`src/rtl/demux_1_4_stream.sv`:
```
// Registered 1-to-4 valid/ready stream demultiplexer with packet-locked routing.
// Each output channel owns a single register slot, giving one cycle of latency.
module demux_1_4_stream #(
  parameter int WIDTH = 4
) (
  input  logic             clk,
  input  logic             rst_n,
  input  logic             in_valid,
  output logic             in_ready,
  input  logic [WIDTH-1:0] in_data,
  input  logic [1:0]       in_sel,
  input  logic             in_last,
  output logic [3:0]       out_valid,
  input  logic [3:0]       out_ready,
  output logic [3:0]       out_last,
  output logic [WIDTH-1:0] out_data0,
  output logic [WIDTH-1:0] out_data1,
  output logic [WIDTH-1:0] out_data2,
  output logic [WIDTH-1:0] out_data3,
  output logic             busy
);

  typedef enum logic {
    IDLE = 1'b0,
    PKT  = 1'b1
  } state_t;

  state_t           state_reg;
  state_t           state_next;
  logic [1:0]       locked_reg;
  logic [1:0]       locked_next;
  logic [1:0]       ch;
  logic             accept;
  logic [3:0]       load;
  logic [WIDTH-1:0] data_reg [4];

  // State register
  always_ff @(posedge clk or negedge rst_n) begin
    if (!rst_n) begin
      state_reg  <= IDLE;
      locked_reg <= 2'd0;
    end else begin
      state_reg  <= state_next;
      locked_reg <= locked_next;
    end
  end

  // Next-state logic: the channel is captured only on the first beat of a multi-beat packet
  always_comb begin
    state_next  = state_reg;
    locked_next = locked_reg;
    if (accept) begin
      case (state_reg)
        IDLE: begin
          if (!in_last) begin
            state_next  = PKT;
            locked_next = in_sel;
          end
        end
        PKT: begin
          if (in_last) begin
            state_next = IDLE;
          end
        end
        default: state_next = IDLE;
      endcase
    end
  end

  // Output logic: routing, handshake and per-channel load strobes
  always_comb begin
    ch       = (state_reg == PKT) ? locked_reg : in_sel;
    in_ready = !out_valid[ch] || out_ready[ch];
    accept   = in_valid && in_ready;
    busy     = (state_reg == PKT);
    load     = accept ? (4'b0001 << ch) : 4'b0000;
  end

  // Per-channel slots; a load wins over a drain so a full channel streams at one beat per cycle
  always_ff @(posedge clk or negedge rst_n) begin
    if (!rst_n) begin
      out_valid <= 4'b0000;
      out_last  <= 4'b0000;
      for (int i = 0; i < 4; i++) begin
        data_reg[i] <= '0;
      end
    end else begin
      for (int i = 0; i < 4; i++) begin
        if (load[i]) begin
          data_reg[i]  <= in_data;
          out_last[i]  <= in_last;
          out_valid[i] <= 1'b1;
        end else if (out_ready[i]) begin
          out_valid[i] <= 1'b0;
        end
      end
    end
  end

  assign out_data0 = data_reg[0];
  assign out_data1 = data_reg[1];
  assign out_data2 = data_reg[2];
  assign out_data3 = data_reg[3];

endmodule

```
`config.mk`:
```
export PLATFORM = sky130hd
export DESIGN_NAME = demux_1_4_stream
export DESIGN_NICKNAME = d
export VERILOG_FILES = /design/src/rtl/demux_1_4_stream.sv
export SDC_FILE = /design/constraint.sdc
export NUM_CORES = 1
export LEC_CHECK = 0
export ABC_AREA = 1
export CAP_MARGIN = 5
export CORE_ASPECT_RATIO = 0.7
export CORE_UTILIZATION = 49
export DETAILED_ROUTE_END_ITERATION = 8
export PLACE_DENSITY = 0.84
export REMOVE_ABC_BUFFERS = 1
export SKIP_LAST_GASP = 1
export SLEW_MARGIN = 15
export SYNTH_ARGS = -nofsm -noshare
export SYNTH_HDL_FRONTEND = slang
export SYNTH_SLANG_ARGS = --single-unit
```
`constraint.sdc`:
```
create_clock -name clk -period 4.4 [get_ports clk]
set_input_delay 0.88 -clock clk [delete_from_list [all_inputs] [get_ports clk]]
set_output_delay 0.88 -clock clk [all_outputs]
set_load 0.005 [all_outputs]
```
==> results of run 1 <==
-- critical path: stages --
cell             delay, ps
clkdlybuf4s50_1        500
inv_1                   50
nand2_1                 60
nand2_2                 80
nand2_1                 70
nand2_1                 50
nand2_1                 50
nand2_1                 60
nand2_2                390
clkdlybuf4s50_1        600
-- cells by family after synthesis --
kind of cell / count (synthesis)
AOI/OAI and AO/OA: 5
buffers and inverters: 15
DFF: 27
and+or+nand+nor: 107
-- layer usage --
layer,vias up,global-route usage
li1,582,-
met1,547,0.290
met2,38,0.394
met3,7,0.0670
met4,0,0.0791
met5,-,0
-- layout make-up --
class / instances / area (µm²)
well taps: 34 / 42.5
fillers: 211 / 753
flip-flops and latches: 27 / 676
repair buffers: 39 / 385
clock buffers: 4 / 45.0
multi-input cells: 112 / 523
inverters: 9 / 33.8
-- cells in the final DEF, fill, tap and decap left out --
cell type        instances
nand3_2                  4
clkbuf_1                 1
nand3_1                  5
clkbuf_8                 3
dfrtp_1                 27
inv_1                    8
nand2_2                  4
o21ai_0                  4
o21ai_1                  1
inv_2                    1
nor2_1                   6
clkdlybuf4s50_1         38
buf_2                    1
nand2_1                 66
nand4_1                 22
-- power breakdown --
part,total (mW),internal (mW),switching (mW)
sequential,0.443,0.365,0.0778
clock,0.136,0.0648,0.0710
combinational,0.578,0.292,0.286
total,1.16,0.722,0.435
-- worst max-delay path by stage --
stage / from / end / slack [ps]
floorplan: in_sel[1] / in_ready / 1970
global placement: in_sel[0] / in_ready / 810
detailed placement: in_sel[0] / in_ready / 750
CTS: in_sel[0] / in_ready / 740
global route: in_sel[0] / in_ready / 550
finish: in_sel[0] / in_ready / 720
-- through the flow --
step                       util  hold slack, ps  area [µm²]
final                     0.694             478        1710
after global routing      0.694             498        1710
after CTS                 0.696             479        1710
after detailed placement  0.677             459        1670
after global placement    0.677             454        1670
after floorplan               -             463        1230
==> impl_metrics.py, run 1 <==
metrics = {
    "clocking": {
        "clockBufferDepth": 2,
        "path_clk_slew_ps": 80,
        "tritoncts": "done",
        "cts_sinks": 27,
        "cts_buffers": 3,
        "cts.htree.levels": 1,
        "worstSkewPairLatency_ps": 270,
        "root_buffer": "clkbuf_8",
        "postCtsSetupBuffers": 0,
        "cts_resized": 0,
        "holdBufCountCts": 0,
    },
    "yosys": {
        "synth_top_area_share": 0.531,
        "synth-seq-cells": 27,
        "synth_top_family_by_area": "simple AND/OR/NAND/NOR gates",
        "synth-edff-count": 0,
        "synthSimpleGateAreaFrac": 0.392,
        "yosysSeqAreaShare": 0.531,
        "syn-cell-area_um2": 1270,
        "syn_area_per_cell_um2": 8.25,
        "synthAdderAreaFrac": 0,
        "synth_mux_area_frac": 0,
        "syn_inst": 154,
        "ys.warnings.count": 0,
        "synth_top_area_cell": "dfrtp_1",
        "synth_xor_area_frac": 0,
        "synth-compound-area-share": 0.0197,
        "synthFlopType": "dfrtp_1",
        "ys_top_cells_by_area": "dfrtp_1, nand2_1, nand4_1, nand3_2, inv_1",
        "synth_common_cells": "nand2_1, dfrtp_1, nand4_1, inv_1, nor2_1",
        "synthArstFlopShare": 1.00,
        "yosysMostFrequentCell": "nand2_1",
        "synth_cell_types": 14,
    },
    "detailed_routing": {
        "drt-total-wl_um": 2930,
        "wl_met2_um": 1360,
        "met1_length_um": 1390,
        "dr_total_vias": 1174,
        "drc": 0,
        "dr_wl_met3_um": 132,
        "vias_per_cell": 5.22,
        "wl_per_cell_um": 13.0,
        "drt_iter0_drc": 61,
        "top_layer": "met4",
        "final_antenna_net_count": 0,
        "first_pass_iters": 4,
    },
    "place": {
        "placed_cells": 221,
        "place.gp.congestion": 0.874,
        "portBuffers": 39,
        "place_ws_ps": 745,
        "hpwl_um": 2180,
    },
    "floorplanning": {
        "ios": 40,
        "start_util": 0.517,
        "die_x_um": 62.9,
        "row_count": 15,
        "die_h_um": 44.6,
        "die_area_um2": 2810,
        "core_area_um2": 2460,
    },
    "setup_path": {
        "rr_endpoint": "out_data2[3]",
        "cp.required_ps": 3520,
        "critical_path_class": "in2out",
        "critical_path_arrival_ps": 2800,
        "start_kind": "primary input",
        "reg2reg_from": "busy",
        "rr_worst_depth": 11,
        "crit_path_max_fanout": 29,
        "cp-end-kind": "output pin",
        "r2r_slack_ps": 2480,
    },
    "power": {
        "power.total_mw": 1.16,
        "cellPowerDensity_nw_per_um2": 679,
        "peakVddDrop_v": 0.000375,
        "p_leak_nw": 0.839,
    },
    "timing": {
        "finalSetupViolCount": 0,
        "worst_clock_skew_ps": 1.52,
        "timing.final.crit_period_ps": 3680,
        "period_share": 0.836,
        "fin_ws_ps": 720,
        "tightest_slew_ps": 975,
        "fin_tns_setup_ps": 0,
        "hold_viol": 0,
        "drv_slew": 0,
        "rsz0062_at_grt": "no",
        "maxSlewHeadroom": 0.348,
        "max_freq_mhz": 272,
    },
    "grt": {
        "overflow": 0,
        "grt_usage": 0.232,
        "grt_pass1_vias": 1116,
        "grt_max_degree": 30,
        "antenna_found_initial": 0,
        "grt_pass1_wl_um": 4930,
    },
    "hold_path": {
        "hold_path.class": "reg2reg",
        "min_from": "out_data3[1]",
        "min_to": "out_data3[1]",
        "hold_depth": 2,
    },
    "final_layout": {
        "fin_nets": 206,
        "syn_to_final_growth_pct": 34.2,
        "drive_above_1_share": 0.0681,
        "n_antenna_cell": 0,
        "stdcell_count": 225,
    },
    "flow_run": {
        "drv_cap": 0,
    },
    "outcome": {
        "status": "completed",
    },
}
Power figures use the tool's default switching activity.
==> run 2: changes to the inputs <==
--- a/config.mk
+++ b/config.mk
@@ -8,9 +8,9 @@
 export ABC_AREA = 1
 export CAP_MARGIN = 5
 export CORE_ASPECT_RATIO = 0.7
-export CORE_UTILIZATION = 49
+export CORE_UTILIZATION = 45
 export DETAILED_ROUTE_END_ITERATION = 8
-export PLACE_DENSITY = 0.84
+export PLACE_DENSITY = 0.78
 export REMOVE_ABC_BUFFERS = 1
 export SKIP_LAST_GASP = 1
 export SLEW_MARGIN = 15
==> constraint.sdc (replaced) <==
create_clock -name clk -period 3.45 [get_ports clk]
set_input_delay 0.69 -clock clk [delete_from_list [all_inputs] [get_ports clk]]
set_output_delay 0.69 -clock clk [all_outputs]
set_load 0.005 [all_outputs]
==> impl_metrics.py, run 2 (synthesized netlist as in run 1, its figures left out) <==
metrics = {
    "outcome": {
        "status": "completed",
    },
    "clocking": {
        "worstSkewPairLatency_ps": 280,
        "cts_resized": 0,
        "cts_buffers": 3,
        "cts.htree.levels": 1,
        "tritoncts": "done",
        "cts_sinks": 27,
        "clockBufferDepth": 2,
        "root_buffer": "clkbuf_8",
        "holdBufCountCts": 0,
        "postCtsSetupBuffers": 0,
        "path_clk_slew_ps": 90,
    },
    "floorplanning": {
        "core_area_um2": 2570,
        "die_h_um": 46.5,
        "ios": 40,
        "row_count": 15,
        "die_area_um2": 3040,
        "die_x_um": 65.5,
        "start_util": 0.494,
    },
    "place": {
        "placed_cells": 224,
        "portBuffers": 39,
        "place.gp.congestion": 0.834,
        "hpwl_um": 2310,
        "placed_cell_area_um2": 1690,
    },
    "flow_run": {
        "drv_cap": 0,
    },
    "timing": {
        "drv_slew": 0,
        "finalSetupViolCount": 0,
        "fin_tns_setup_ps": 0,
        "worst_clock_skew_ps": 6.98,
        "hold_viol": 0,
        "tightest_slew_ps": 751,
        "maxSlewHeadroom": 0.498,
        "timing.final.crit_period_ps": 2940,
        "rsz0062_at_grt": "no",
        "period_share": 0.851,
        "max_freq_mhz": 341,
    },
    "final_layout": {
        "fin_nets": 209,
        "syn_to_final_growth_pct": 36.6,
        "fin_util": 0.675,
        "fillCellCount": 199,
        "layout_common_cells": "nand2_1, clkdlybuf4s50_1, dfrtp_1, nand4_1, inv_1",
        "n_antenna_cell": 0,
        "finalInstanceArea_um2": 1740,
        "drive_above_1_share": 0.0825,
        "stdcell_count": 228,
        "final_common_cell": "nand2_1",
    },
    "detailed_routing": {
        "final_antenna_net_count": 0,
        "vias_per_cell": 5.35,
        "wl_per_cell_um": 14.1,
        "drt-total-wl_um": 3220,
        "dr_total_vias": 1219,
        "drt_iter0_drc": 70,
        "drc": 0,
        "first_pass_iters": 4,
    },
    "power": {
        "peakVddDrop_v": 0.000522,
        "p_seq_frac": 0.379,
        "cellPowerDensity_nw_per_um2": 872,
        "p_comb_frac": 0.501,
        "power.total_mw": 1.51,
        "p_switching_mw": 0.583,
        "clockPowerShare": 0.120,
        "sw_frac_of_total": 0.385,
        "p_leak_nw": 0.852,
        "p_int_mw": 0.930,
    },
    "setup_path": {
        "cp-end-kind": "output pin",
        "start_kind": "primary input",
        "cp.required_ps": 2760,
        "critical_path_arrival_ps": 2250,
        "critical_path_class": "in2out",
        "crit_path_max_fanout": 6,
    },
    "grt": {
        "grt_usage": 0.241,
        "grt_max_degree": 29,
        "gr-usage-met2": 0.394,
        "grt.met3_usage": 0.0644,
        "grt_pass1_wl_um": 5300,
        "use_met1": 0.308,
        "antenna_found_initial": 0,
        "grt_pass1_vias": 1128,
        "overflow": 0,
        "busiest_layer": "met2",
    },
    "hold_path": {
        "hold_path.class": "reg2reg",
    },
}
==> run 2: cell types whose count changed in the layout (fill, tap and decap cells not counted), sizes merged <==
cell / delta
clkdlybuf4s50: +1
clkbuf: -1
clkinvlp: +1
buf: +2
==> run 2: worst max-delay path, stage by stage <==
cell and delay (ps):
clkdlybuf4s50_1 520, inv_1 70, nand2_1 70, nand2_2 80
nand2_1 70, nand2_1 50, nand2_1 60, nand2_1 60
nand2_2 70, clkdlybuf4s50_1 490
==> run 2: metrics by stage <==
step	setup slack (ps)	hold slack (ps)
after global placement	604	454
after floorplan	1400	394
after detailed placement	541	457
after global routing	436	513
final	514	477
after CTS	539	480
==> run 2: power by group through the flow <==
stage	Sequential, mW	Combinational [mW]	Clock [mW]
after floorplan	0.570	0.338	0
after global placement	0.567	0.735	0
after detailed placement	0.571	0.758	0
after CTS	0.571	0.763	0.184
after global routing	0.590	0.850	0.203
final	0.574	0.758	0.181
==> run 2: per-layer routing <==
metal / wire (µm) / vias up
met1: 1420 / 572
met5: 0 / -
met3: 260 / 7
li1: - / 589
met4: 45 / 0
met2: 1500 / 51
==> run 2: final timing paths <==
check / from / endpoint / slack (ps) / cells after the start
max in group asynchronous: rst_n / out_data1[3] / 2420 / 2
min in group asynchronous: rst_n / out_last[1] / 780 / 2
hold / removal: out_data3[0] / out_data3[0] / 480 / 2
hold reg to reg: out_data3[0] / out_data3[0] / 480 / 2
setup reg to reg: busy / out_data2[1] / 1570 / 12
setup / recovery: in_sel[0] / in_ready / 510 / 10
==> run 2: cell type report <==
class / instances / area (µm²) / share of cell area
clock inverters: 1 / 7.51 / 0.00432
flip-flops and latches: 27 / 676 / 0.389
repair buffers: 42 / 413 / 0.238
well taps: 34 / 42.5 / 0.0245
inverters: 9 / 33.8 / 0.0195
multi-input cells: 112 / 523 / 0.301
clock buffers: 3 / 41.3 / 0.0238
==> run 3: changes to the inputs <==
--- a/config.mk
+++ b/config.mk
@@ -11,6 +11,7 @@
 export CORE_UTILIZATION = 45
 export DETAILED_ROUTE_END_ITERATION = 8
 export PLACE_DENSITY = 0.78
+export RECOVER_POWER = 50
 export REMOVE_ABC_BUFFERS = 1
 export SKIP_LAST_GASP = 1
 export SLEW_MARGIN = 15
==> impl_metrics.py, run 3 (synthesized netlist as in run 1, its figures left out) <==
metrics = {
    "timing": {
        "period_share": 0.851,
        "fin_tns_setup_ps": 0,
        "timing.final.crit_period_ps": 2940,
        "maxSlewHeadroom": 0.0529,
        "max_freq_mhz": 340,
        "tightest_slew_ps": 1420,
        "finalSetupViolCount": 0,
        "hold_viol": 0,
        "rsz0062_at_grt": "no",
        "drv_slew": 0,
        "worst_clock_skew_ps": 6.96,
    },
    "place": {
        "portBuffers": 39,
        "placed_cells": 224,
        "place.gp.congestion": 0.834,
        "placed_cell_area_um2": 1690,
        "hpwl_um": 2310,
    },
    "final_layout": {
        "fillCellCount": 199,
        "finalInstanceArea_um2": 1730,
        "syn_to_final_growth_pct": 36.3,
        "final_common_cell": "nand2_1",
        "n_antenna_cell": 0,
        "fin_util": 0.674,
        "stdcell_count": 228,
        "drive_above_1_share": 0.0773,
        "layout_common_cells": "nand2_1, dfrtp_1, clkdlybuf4s50_1, nand4_1, dlygate4sd3_1",
        "fin_nets": 209,
    },
    "setup_path": {
        "critical_path_arrival_ps": 2250,
        "crit_path_max_fanout": 6,
        "cp.required_ps": 2760,
        "critical_path_class": "in2out",
        "start_kind": "primary input",
        "cp-end-kind": "output pin",
    },
    "detailed_routing": {
        "wl_per_cell_um": 14.1,
        "final_antenna_net_count": 0,
        "drc": 0,
        "first_pass_iters": 4,
        "drt_iter0_drc": 83,
        "drt-total-wl_um": 3210,
        "dr_total_vias": 1219,
        "vias_per_cell": 5.35,
    },
    "clocking": {
        "tritoncts": "done",
        "clockBufferDepth": 2,
        "cts_buffers": 3,
        "cts_resized": 0,
        "holdBufCountCts": 0,
        "postCtsSetupBuffers": 0,
        "root_buffer": "clkbuf_8",
        "cts.htree.levels": 1,
        "cts_sinks": 27,
        "path_clk_slew_ps": 90,
        "worstSkewPairLatency_ps": 280,
    },
    "grt": {
        "grt_pass1_vias": 1128,
        "overflow": 0,
        "grt_pass1_wl_um": 5300,
        "antenna_found_initial": 0,
        "grt_max_degree": 29,
        "grt_usage": 0.241,
    },
    "floorplanning": {
        "core_area_um2": 2570,
        "start_util": 0.494,
        "row_count": 15,
        "die_area_um2": 3040,
        "ios": 40,
        "die_x_um": 65.5,
        "die_h_um": 46.5,
    },
    "power": {
        "cellPowerDensity_nw_per_um2": 855,
        "sw_frac_of_total": 0.391,
        "p_int_mw": 0.903,
        "p_comb_frac": 0.492,
        "peakVddDrop_v": 0.000510,
        "p_switching_mw": 0.579,
        "p_seq_frac": 0.385,
        "clockPowerShare": 0.123,
        "p_leak_nw": 0.867,
    },
    "outcome": {
        "status": "completed",
    },
    "flow_run": {
        "drv_cap": 0,
    },
    "hold_path": {
        "hold_path.class": "reg2reg",
    },
}
[run 3: path summary, 6_finish.rpt]
kind	startpoint	endpoint	slack, ps	cells past startpoint
min reg2reg	out_data3[0]	out_data3[0]	470	2
max reg2reg	busy	out_data2[1]	1570	12
max in group asynchronous	rst_n	out_data3[2]	1350	2
min	out_data3[0]	out_data3[0]	470	2
min in group asynchronous	rst_n	out_last[1]	1270	2
max	in_sel[0]	in_ready	510	10
[run 3: layer usage]
metal	vias to the layer above	part of all wire	GRT usage
li1	590	-	-
met1	572	0.44	0.308
met2	50	0.47	0.394
met3	7	0.081	0.0644
met4	0	0.012	0.100
met5	-	0	0
[run 3: worst max-delay path: stages]
cell and delay, ps:
clkdlybuf4s50_1 520, inv_1 70, nand2_1 70, nand2_2 80, nand2_1 70, nand2_1 50
nand2_1 60, nand2_1 60, nand2_2 70, clkdlybuf4s50_1 490
[run 3: layout make-up]
class                      instances  area (µm²)  area share
sequential                        27         676       0.390
multi-input combinational        112         523       0.302
timing repair buffer              42         409       0.236
tap                               34        42.5      0.0245
clock buffer                       3        41.3      0.0238
inverter                           9        33.8      0.0195
clock inverter                     1        7.51     0.00433
[run 3: per-stage QoR]
step           hold slack [ps]  power, mW  worst slack, ps
6_report                   469       1.48              513
5_1_grt                    507       1.61              436
4_1_cts                    480       1.52              539
3_5_place_dp               457       1.33              541
3_3_place_gp               454       1.30              604
2_1_floorplan              394      0.907             1400
[run 3: power by group through the flow]
stage	Clock, mW	Combinational [mW]	Sequential, mW
finish	0.182	0.729	0.571
CTS	0.184	0.763	0.571
global route	0.203	0.822	0.587
global placement	0	0.735	0.567
detailed placement	0	0.758	0.571
floorplan	0	0.338	0.570
